## config.mk

```make
export PLATFORM = sky130hd
export DESIGN_NAME = vec_sum_acc_flat
export DESIGN_NICKNAME = d
export VERILOG_FILES = /design/src/rtl/vec_sum_acc_if.sv /design/src/rtl/vec_sum_acc.sv /design/src/flat_wrapper.sv
export SDC_FILE = /design/constraint.sdc
export NUM_CORES = 1
export LEC_CHECK = 0
export BUFFER_PORTS_ARGS = -buffer_cell sky130_fd_sc_hd__buf_2
export CELL_PAD_IN_SITES_DETAIL_PLACEMENT = 1
export CELL_PAD_IN_SITES_GLOBAL_PLACEMENT = 1
export CORE_ASPECT_RATIO = 0.8
export CORE_UTILIZATION = 43
export CTS_CLUSTER_DIAMETER = 30
export DETAILED_ROUTE_END_ITERATION = 10
export GPL_TIMING_DRIVEN = 1
export PLACE_DENSITY_LB_ADDON = 0.1
export SETUP_SLACK_MARGIN = 0.2
export SYNTH_ARGS = -nofsm -noshare
export SYNTH_HDL_FRONTEND = slang
export SYNTH_SLANG_ARGS = --single-unit
```

## constraint.sdc

```tcl
create_clock -name clk_i -period 11.9 [get_ports clk_i]
set_clock_uncertainty 0.05 [all_clocks]
set_input_delay 2.38 -clock clk_i [delete_from_list [all_inputs] [get_ports clk_i]]
set_output_delay 2.38 -clock clk_i [all_outputs]
set_load 0.01 [all_outputs]
```

## src/rtl/vec_sum_acc_if.sv

```systemverilog
// rtl/vec_sum_acc_if.sv - beat input and frame result bus for vec_sum_acc
// Ports (signals):
//   data_i  : VECTOR_LEN packed signed BW_I elements, element k at [(k+1)*BW_I-1 : k*BW_I]
//   valid_i : input beat valid
//   last_i  : final beat of the current frame
//   ready_o : block can accept a beat this cycle
//   data_o  : signed saturated frame result
//   valid_o : data_o holds an unconsumed result
//   sat_o   : data_o was clipped, qualified by valid_o
//   ready_i : downstream accepts data_o
// Modports: slave = block side, master = producer/consumer side.
interface vec_sum_acc_if #(
  parameter int BW_I       = 16,
  parameter int VECTOR_LEN = 13,
  parameter int BW_O       = 16
);
  logic [VECTOR_LEN*BW_I-1:0] data_i;
  logic                       valid_i;
  logic                       last_i;
  logic                       ready_o;
  logic signed [BW_O-1:0]     data_o;
  logic                       valid_o;
  logic                       sat_o;
  logic                       ready_i;

  modport slave (
    input  data_i, valid_i, last_i, ready_i,
    output ready_o, data_o, valid_o, sat_o
  );

  modport master (
    output data_i, valid_i, last_i, ready_i,
    input  ready_o, data_o, valid_o, sat_o
  );
endinterface

```

## src/rtl/vec_sum_acc.sv

```systemverilog
// rtl/vec_sum_acc.sv - per-beat adder tree, frame accumulator, saturated result stage
// Ports:
//   clk_i : clock, all logic on rising edge
//   rst_i : synchronous active-high reset
//   bus   : vec_sum_acc_if.slave (beat input stream and frame result output)
module vec_sum_acc #(
  parameter int BW_I       = 16,
  parameter int VECTOR_LEN = 13,
  parameter int BW_ACC     = 32,
  parameter int BW_O       = 16
) (
  input  logic         clk_i,
  input  logic         rst_i,
  vec_sum_acc_if.slave bus
);

  localparam int LEVELS = $clog2(VECTOR_LEN);
  localparam int NPAD   = 1 << LEVELS;

  localparam logic signed [BW_ACC-1:0] SAT_MAX =
    {{(BW_ACC-BW_O+1){1'b0}}, {(BW_O-1){1'b1}}};
  localparam logic signed [BW_ACC-1:0] SAT_MIN =
    {{(BW_ACC-BW_O+1){1'b1}}, {(BW_O-1){1'b0}}};

  typedef enum logic {ACCUM, FULL} state_t;

  state_t                   state;
  logic signed [BW_ACC-1:0] acc;
  logic signed [BW_O-1:0]   data_q;
  logic                     sat_q;

  logic signed [BW_ACC-1:0] node [2*NPAD-1];
  logic signed [BW_I-1:0]   elem;
  logic signed [BW_ACC-1:0] beat_sum;
  logic signed [BW_ACC-1:0] total;
  logic signed [BW_O-1:0]   sat_val;
  logic                     clipped;
  logic                     beat_acc;
  logic                     consume;

  // Heap-ordered adder tree: leaves at NPAD-1.., padded with zeros past
  // VECTOR_LEN; node i sums children 2i+1 and 2i+2, root at node 0.
  always_comb begin
    node = '{default: '0};
    elem = '0;
    for (int k = 0; k < NPAD; k++) begin
      if (k < VECTOR_LEN) begin
        elem = bus.data_i[k*BW_I +: BW_I];
        node[NPAD-1+k] = {{(BW_ACC-BW_I){elem[BW_I-1]}}, elem};
      end
    end
    for (int i = NPAD - 2; i >= 0; i--) begin
      node[i] = node[2*i+1] + node[2*i+2];
    end
    beat_sum = node[0];
  end

  // Accumulator wraps silently; only the conversion to BW_O saturates.
  always_comb begin
    total   = acc + beat_sum;
    sat_val = total[BW_O-1:0];
    clipped = 1'b0;
    if (total > SAT_MAX) begin
      sat_val = SAT_MAX[BW_O-1:0];
      clipped = 1'b1;
    end else if (total < SAT_MIN) begin
      sat_val = SAT_MIN[BW_O-1:0];
      clipped = 1'b1;
    end
  end

  // Ready depends only on the output register and ready_i, never valid_i.
  assign bus.ready_o = (state != FULL) | bus.ready_i;
  assign beat_acc    = bus.valid_i & bus.ready_o;
  assign consume     = (state == FULL) & bus.ready_i;

  always_ff @(posedge clk_i) begin
    if (rst_i) begin
      state  <= ACCUM;
      acc    <= '0;
      data_q <= '0;
      sat_q  <= 1'b0;
    end else begin
      if (consume) begin
        state <= ACCUM;
      end
      // A last beat accepted in the consume cycle overrides the return to
      // ACCUM, giving back-to-back single-beat frames without bubbles.
      if (beat_acc) begin
        if (bus.last_i) begin
          acc    <= '0;
          data_q <= sat_val;
          sat_q  <= clipped;
          state  <= FULL;
        end else begin
          acc <= total;
        end
      end
    end
  end

  assign bus.data_o  = data_q;
  assign bus.sat_o   = sat_q;
  assign bus.valid_o = (state == FULL);

endmodule
```

## src/flat_wrapper.sv

```systemverilog
// flat-port wrapper written by rule: the top's interface ports become plain ports
module vec_sum_acc_flat 
#(
  parameter int BW_I       = 16,
  parameter int VECTOR_LEN = 13,
  parameter int BW_ACC     = 32,
  parameter int BW_O       = 16
)
  (clk_i, rst_i, bus_data_i, bus_valid_i, bus_last_i, bus_ready_i, bus_ready_o, bus_data_o, bus_valid_o, bus_sat_o);
  vec_sum_acc_if #(.BW_I(BW_I), .VECTOR_LEN(VECTOR_LEN), .BW_O(BW_O)) bus_i ();
  input  logic clk_i;
  input  logic rst_i;
  input wire logic [$bits(bus_i.data_i)-1:0] bus_data_i;
  input wire logic [$bits(bus_i.valid_i)-1:0] bus_valid_i;
  input wire logic [$bits(bus_i.last_i)-1:0] bus_last_i;
  input wire logic [$bits(bus_i.ready_i)-1:0] bus_ready_i;
  output wire logic [$bits(bus_i.ready_o)-1:0] bus_ready_o;
  output wire logic [$bits(bus_i.data_o)-1:0] bus_data_o;
  output wire logic [$bits(bus_i.valid_o)-1:0] bus_valid_o;
  output wire logic [$bits(bus_i.sat_o)-1:0] bus_sat_o;
  assign bus_i.data_i = bus_data_i;
  assign bus_i.valid_i = bus_valid_i;
  assign bus_i.last_i = bus_last_i;
  assign bus_i.ready_i = bus_ready_i;
  assign bus_ready_o = bus_i.ready_o;
  assign bus_data_o = bus_i.data_o;
  assign bus_valid_o = bus_i.valid_o;
  assign bus_sat_o = bus_i.sat_o;
  vec_sum_acc #(.BW_I(BW_I), .VECTOR_LEN(VECTOR_LEN), .BW_ACC(BW_ACC), .BW_O(BW_O)) u_core (.clk_i(clk_i), .rst_i(rst_i), .bus(bus_i));
endmodule
```

==> impl_metrics.env, run 1 <==
export IMPL_status="complete, no violations"
export IMPL_yosys_area_top_type="fa_1"
export IMPL_tns_ns=0
export IMPL_fmax_mhz=93.0
export IMPL_port_buffer_count=231
export IMPL_clk_pin_slew_ns=0.08
export IMPL_synth_seq_cells=50
export IMPL_yosys_warnings=0
export IMPL_ys_types=77
export IMPL_multi_input_area_um2=9030
export IMPL_setup_violations=0
export IMPL_startpoint="bus_data_i[96]"
export IMPL_slew_limit_headroom_pct=26.2
export IMPL_tightest_slew_ns=1.11
export IMPL_synthCells=1292
export IMPL_grt_usage_pct=25.2
export IMPL_synth_area_top_cells="fa_1 25%, ha_1 15%, dfxtp_1 9.1%"
export IMPL_cp_slowest_cell="o41ai_1"
export IMPL_wl_met1_um=16100
export IMPL_cts_resized=0
export IMPL_syn2layout_area_growth_pct=15.7
export IMPL_gp_congestion=0.864
export IMPL_ant_nets=0
export IMPL_nFillCells=3062
export IMPL_cts_path_max_buffers=2
export IMPL_die_h_um=145
export IMPL_drive_above_1_share_pct=18.7
export IMPL_syn_area_um2=10900
export IMPL_critPathLaunchType="primary input"
export IMPL_min_to="u_core.bus.data_o[15]"
export IMPL_cts_root_buf="clkbuf_16"
export IMPL_die_x_um=180
export IMPL_cts_tree="yes"
export IMPL_fp_row_count=51
export IMPL_first_iter_violations=379
export IMPL_period_share_pct=90.4
export IMPL_cts_buffers=5
export IMPL_route_met3_wl_um=1440
export IMPL_synth_fp_nets=1771
export IMPL_period_needed_ns=10.76
export IMPL_dr_max_layer_used="met4"
export IMPL_yosys_area_top_type_share_pct=24.7
export IMPL_nets=1995
export IMPL_initial_core_util_pct=44.4
export IMPL_r2r_start="u_core.acc[2]"
export IMPL_grt_max_degree=51
export IMPL_worst_ep_arrival_time_ns=10.83
export IMPL_syn_area_per_cell_um2=8.47
export IMPL_cts_max_level=2
export IMPL_dp_hpwl_um=29100
export IMPL_cts_hold_buf=0
export IMPL_drc=0
export IMPL_async_flop_share_pct=0
export IMPL_slew_viol_final=0
export IMPL_grt_pass1_vias=10000
export IMPL_seq_area_um2=1000
export IMPL_crit_type="primary input to flop"
export IMPL_cts_setup_buffers=0
export IMPL_maxCapViolations=0
export IMPL_holdPathStages=2
export IMPL_regToRegEndpoint="u_core.bus.sat_o"
export IMPL_vias=9823
export IMPL_overflow=0
export IMPL_io_pins=232
export IMPL_clock_latency_ns=0.30
export IMPL_end_kind="flop"
export IMPL_drt_total_wl_um=33100
export IMPL_synthFlopType="dfxtp_1"
export IMPL_crit_required_ns=11.98
export IMPL_wl_per_cell_um=18.0
export IMPL_cts_sinks=50
export IMPL_reg2reg_depth=18
export IMPL_hold_start="u_core.bus.data_o[15]"
export IMPL_antenna_found_initial=1
export IMPL_grt_pass1_wl_um=52000
export IMPL_rsz0062_at_grt="no"
export IMPL_synth_edff_count=0
export IMPL_cpPeakStageDelay_ns=0.66
export IMPL_rrSetupSlack_ns=6.00
export IMPL_hold_viol=0
export IMPL_core_area_um2=24600
export IMPL_vias_per_cell=5.35
export IMPL_seq_area_frac_synth_pct=9.15
export IMPL_fp_dieArea_um2=26100
export IMPL_hold_class="flop to flop"
export IMPL_first_pass_iters=5
export IMPL_crit_fanout=15
export IMPL_wl_met2_um=15300
## how the worst max path moves through the flow
stage	cells after the start	to	slack [ns]
detailed placement	32	u_core.bus.sat_o	0.63
floorplan	28	u_core.bus.data_o[9]	1.15
CTS	34	u_core.bus.sat_o	0.93
finish	33	u_core.bus.sat_o	1.14
global placement	32	u_core.bus.data_o[0]	0.56
global route	34	u_core.bus.sat_o	0.38
## synthesized netlist by cell type (23+ instances only)
cell,number
inv_1,213
fa_1,135
ha_1,131
nor2_1,122
xnor2_1,89
a21oi_1,85
o21ai_0,56
dfxtp_1,50
nand2_1,50
nor3_1,30
a22oi_1,26
nand3_1,25
a21o_1,23
## layout make-up
| type | instances | share of cell area, % |
|---|---|---|
| Multi-Input combinational cell | 1003 | 71.4 |
| Clock buffer | 5 | 0.988 |
| Antenna cell | 1 | 0.0198 |
| Sequential cell | 50 | 7.91 |
| Tap cell | 318 | 3.14 |
| Clock inverter | 3 | 0.227 |
| Timing Repair Buffer | 243 | 10.0 |
| Inverter | 213 | 6.32 |
## metal layers
metal / GRT usage (%) / vias up
met5: 0 / -
met4: 2.56 / 0
met3: 2.75 / 18
met2: 41.8 / 224
met1: 36.6 / 4762
li1: - / 4819
## worst max-delay path, delay by kind of cell
family | cells | cell delay (ns)
buffers and inverters | 5 | 0.51
AND/OR/NAND/NOR | 4 | 0.86
adder cells (fa/ha/maj) | 7 | 2.99
XOR/XNOR | 1 | 0.15
AO/OA/AOI/OAI | 16 | 3.93
## state kept, by name, indices dropped and copies added, names as in the netlist
name                count
u_core.bus.data_o      16
u_core.bus.sat_o        1
u_core.bus.valid_o      1
u_core.acc             32
## stage by stage
stage               util (%)  worst slack, ns  instances  cell area (um^2)  hold slack, ns
global route            51.4            0.379       1836             12700           0.468
floorplan                  -             1.15       1292             10900           0.407
CTS                     51.2            0.925       1833             12600           0.411
detailed placement      50.6            0.631       1825             12500           0.399
global placement        50.6            0.559       1825             12500           0.392
finish                  51.4             1.14       1836             12700           0.411
## cells by family (layout without fill, tap and decap cells)
family | count (synthesis) | after routing | share of synthesized area, %
adders and majority gates | 266 | 266 | 39.7
xor gates and xnor gates | 112 | 112 | 9.03
DFF | 50 | 50 | 9.15
muxes | 1 | 1 | 0.0915
AOI/OAI and AO/OA | 317 | 317 | 20.4
other | 0 | 1 | 0
buffers and inverters | 239 | 464 | 8.44
and+or+nand+nor | 307 | 307 | 13.2
## layout by cell type, fill, tap and decap left out, drive strengths merged, types with 23 or more instances in the layout
cell type	instances
buf	243
inv	214
fa	135
ha	131
nor2	123
xnor2	89
a21oi	86
o21ai	60
nand2	50
dfxtp	50
nor3	30
a211oi	27
a22oi	26
nand3	26
a21o	23
xor2	23
Power of run 1 is left out: the tool's default activity adds up to more than one toggle a clock period on the data nets, which glitch-free logic cannot reach.
==> run 2: changes to the inputs <==
- ABC_AREA: unset -> 1
- CORE_UTILIZATION: 43 -> 41
==> run 2 against run 1 <==
  * Sequential cell count stayed put
  * Final cell count up 25%
  * Critical path depth up 4
  * Maximum frequency up 11%
  * Via count is 16% higher
  * Clock-buffer cell count unchanged
  * Critical path type unchanged
==> impl_metrics.env, run 2 <==
export IMPL_busiest_layer="met2"
export IMPL_slew_viol_final=0
export IMPL_nets=2408
export IMPL_first_pass_iters=5
export IMPL_syn2layout_area_growth_pct=14.6
export IMPL_cts_path_max_buffers=2
export IMPL_hold_start="u_core.acc[30]"
export IMPL_min_to="u_core.acc[30]"
export IMPL_die_x_um=192
export IMPL_yosys_area_top_type_share_pct=22.8
export IMPL_hold_viol=0
export IMPL_maxCapViolations=0
export IMPL_layout_common_cells="392 x nand2_1, 374 x inv_1, 231 x buf_2"
export IMPL_synth_fp_nets=2184
export IMPL_largest_register="u_core.acc"
export IMPL_cts_sinks=50
export IMPL_synthCells=1705
export IMPL_vias=11400
export IMPL_seq_area_frac_synth_pct=8.43
export IMPL_crit_fanout=15
export IMPL_cts_tree="yes"
export IMPL_yosys_warnings=0
export IMPL_core_area_um2=28400
export IMPL_vias_per_cell=4.94
export IMPL_grt_max_degree=35
export IMPL_rrSetupSlack_ns=7.00
export IMPL_antenna_found_initial=4
export IMPL_fp_row_count=55
export IMPL_status="complete, no violations"
export IMPL_cts_hold_buf=0
export IMPL_port_buffer_count=231
export IMPL_drt_total_wl_um=38800
export IMPL_drive_above_1_share_pct=15.4
export IMPL_clk_pin_slew_ns=0.08
export IMPL_synth_edff_count=0
export IMPL_dp_hpwl_um=34800
export IMPL_period_share_pct=81.1
export IMPL_regToRegEndpoint="u_core.bus.data_o[8]"
export IMPL_layout_commonest_cell="nand2_1"
export IMPL_yosys_top_cells_count="392 x nand2_1, 374 x inv_1, 146 x a21oi_1, 135 x fa_1, 131 x ha_1"
export IMPL_synth_area_top_cells="fa_1 23%, ha_1 14%, nand2_1 12%"
export IMPL_grt_pass1_wl_um=60200
export IMPL_hold_class="flop to flop"
export IMPL_cpPeakStageDelay_ns=0.66
export IMPL_period_needed_ns=9.66
export IMPL_end_kind="flop"
export IMPL_async_flop_share_pct=0
export IMPL_crit_type="primary input to flop"
export IMPL_tns_ns=0
export IMPL_cts_resized=0
export IMPL_clock_latency_ns=0.31
export IMPL_critPathLaunchType="primary input"
export IMPL_instances_no_fill=2304
export IMPL_crit_required_ns=12.06
export IMPL_r2r_start="u_core.acc[2]"
export IMPL_io_pins=232
export IMPL_wl_per_cell_um=16.8
export IMPL_fp_dieArea_um2=29600
export IMPL_grt_pass1_vias=11600
export IMPL_syn_area_um2=11900
export IMPL_nFillCells=3826
export IMPL_cp_common_cell="inv_1"
export IMPL_yosys_area_top_type="fa_1"
export IMPL_setup_violations=0
export IMPL_dp_cells=2292
export IMPL_reg2reg_depth=23
export IMPL_gr_usage_met1_pct=39.3
export IMPL_overflow=0
export IMPL_met2_usage_pct=41.5
export IMPL_cts_max_level=2
export IMPL_largest_register_ffs=32
export IMPL_worst_ep_arrival_time_ns=9.82
export IMPL_grt_usage_pct=26.2
export IMPL_die_h_um=154
export IMPL_cts_setup_buffers=0
export IMPL_ys_types=43
export IMPL_fmax_mhz=104
export IMPL_initial_core_util_pct=41.9
export IMPL_slew_limit_headroom_pct=39.0
export IMPL_gp_congestion=0.900
export IMPL_holdPathStages=2
export IMPL_cts_root_buf="clkbuf_16"
export IMPL_rsz0062_at_grt="no"
export IMPL_synth_seq_cells=50
export IMPL_first_iter_violations=412
export IMPL_ant_nets=0
export IMPL_grtUsageMet3_pct=2.47
export IMPL_synth_most_common_cell="nand2_1"
export IMPL_synthFlopType="dfxtp_1"
export IMPL_cp_slowest_cell="fa_1"
export IMPL_tightest_slew_ns=0.913
export IMPL_drc=0
export IMPL_syn_area_per_cell_um2=6.96
export IMPL_cts_buffers=5
[run 2: how the worst max path moves through the flow]
stage / slack [ns] / cells past startpoint / start / endpoint
6_report: 2.24 / 37 / bus_data_i[64] / u_core.bus.data_o[2]
5_1_grt: 1.57 / 38 / bus_data_i[64] / u_core.bus.data_o[8]
4_1_cts: 2.25 / 38 / bus_data_i[64] / u_core.bus.data_o[8]
3_5_place_dp: 1.95 / 38 / bus_data_i[64] / u_core.bus.data_o[2]
3_3_place_gp: 2.13 / 38 / bus_data_i[64] / u_core.bus.data_o[0]
2_1_floorplan: 3.19 / 38 / bus_data_i[64] / u_core.bus.data_o[10]
[run 2: final cells by class]
type | instances | area [um^2] | area share [%]
clock inverters | 3 | 28.8 | 0.212
inverters | 382 | 1430 | 10.5
flip-flops and latches | 50 | 1000 | 7.36
multi-input cells | 1256 | 9360 | 68.8
diodes | 4 | 10.0 | 0.0736
repair buffers | 234 | 1180 | 8.66
well taps | 370 | 463 | 3.40
clock buffers | 5 | 125 | 0.920
[run 2: per-stage QoR]
step | instance area [um^2] | utilization [%] | hold WS (ns) | setup slack [ns]
6_report | 13600 | 48.0 | 0.416 | 2.24
5_1_grt | 13600 | 48.0 | 0.433 | 1.57
4_1_cts | 13600 | 47.9 | 0.418 | 2.25
3_5_place_dp | 13400 | 47.4 | 0.406 | 1.95
3_3_place_gp | 13400 | 47.4 | 0.403 | 2.13
2_1_floorplan | 11900 | - | 0.395 | 3.19
[run 2: worst max-delay path: cells and delay by family]
| kind | cells | cell delay [ns] |
|---|---|---|
| AO/OA/AOI/OAI | 7 | 1.57 |
| AND/OR/NAND/NOR | 15 | 1.92 |
| buffers and inverters | 8 | 0.54 |
| adder cells (fa/ha/maj) | 7 | 3.37 |
[run 2: per-layer routing]
layer	up-vias	wire length, um
li1	5713	-
met1	5432	19800
met2	208	17300
met3	18	1420
met4	0	286
met5	-	0
[run 2: cells by family (layout without fill, tap and decap cells)]
| logic type | after synthesis | in the layout | share of synthesized area, % |
|---|---|---|---|
| AO/OA/AOI/OAI | 240 | 240 | 10.9 |
| other | 0 | 4 | 0 |
| buffers and inverters | 399 | 624 | 12.7 |
| flip-flops | 50 | 50 | 8.43 |
| adder cells (fa/ha/maj) | 266 | 266 | 36.6 |
| XOR/XNOR | 112 | 112 | 8.26 |
| AND/OR/NAND/NOR | 638 | 638 | 23.0 |
Power of run 2 is left out for the same reason.
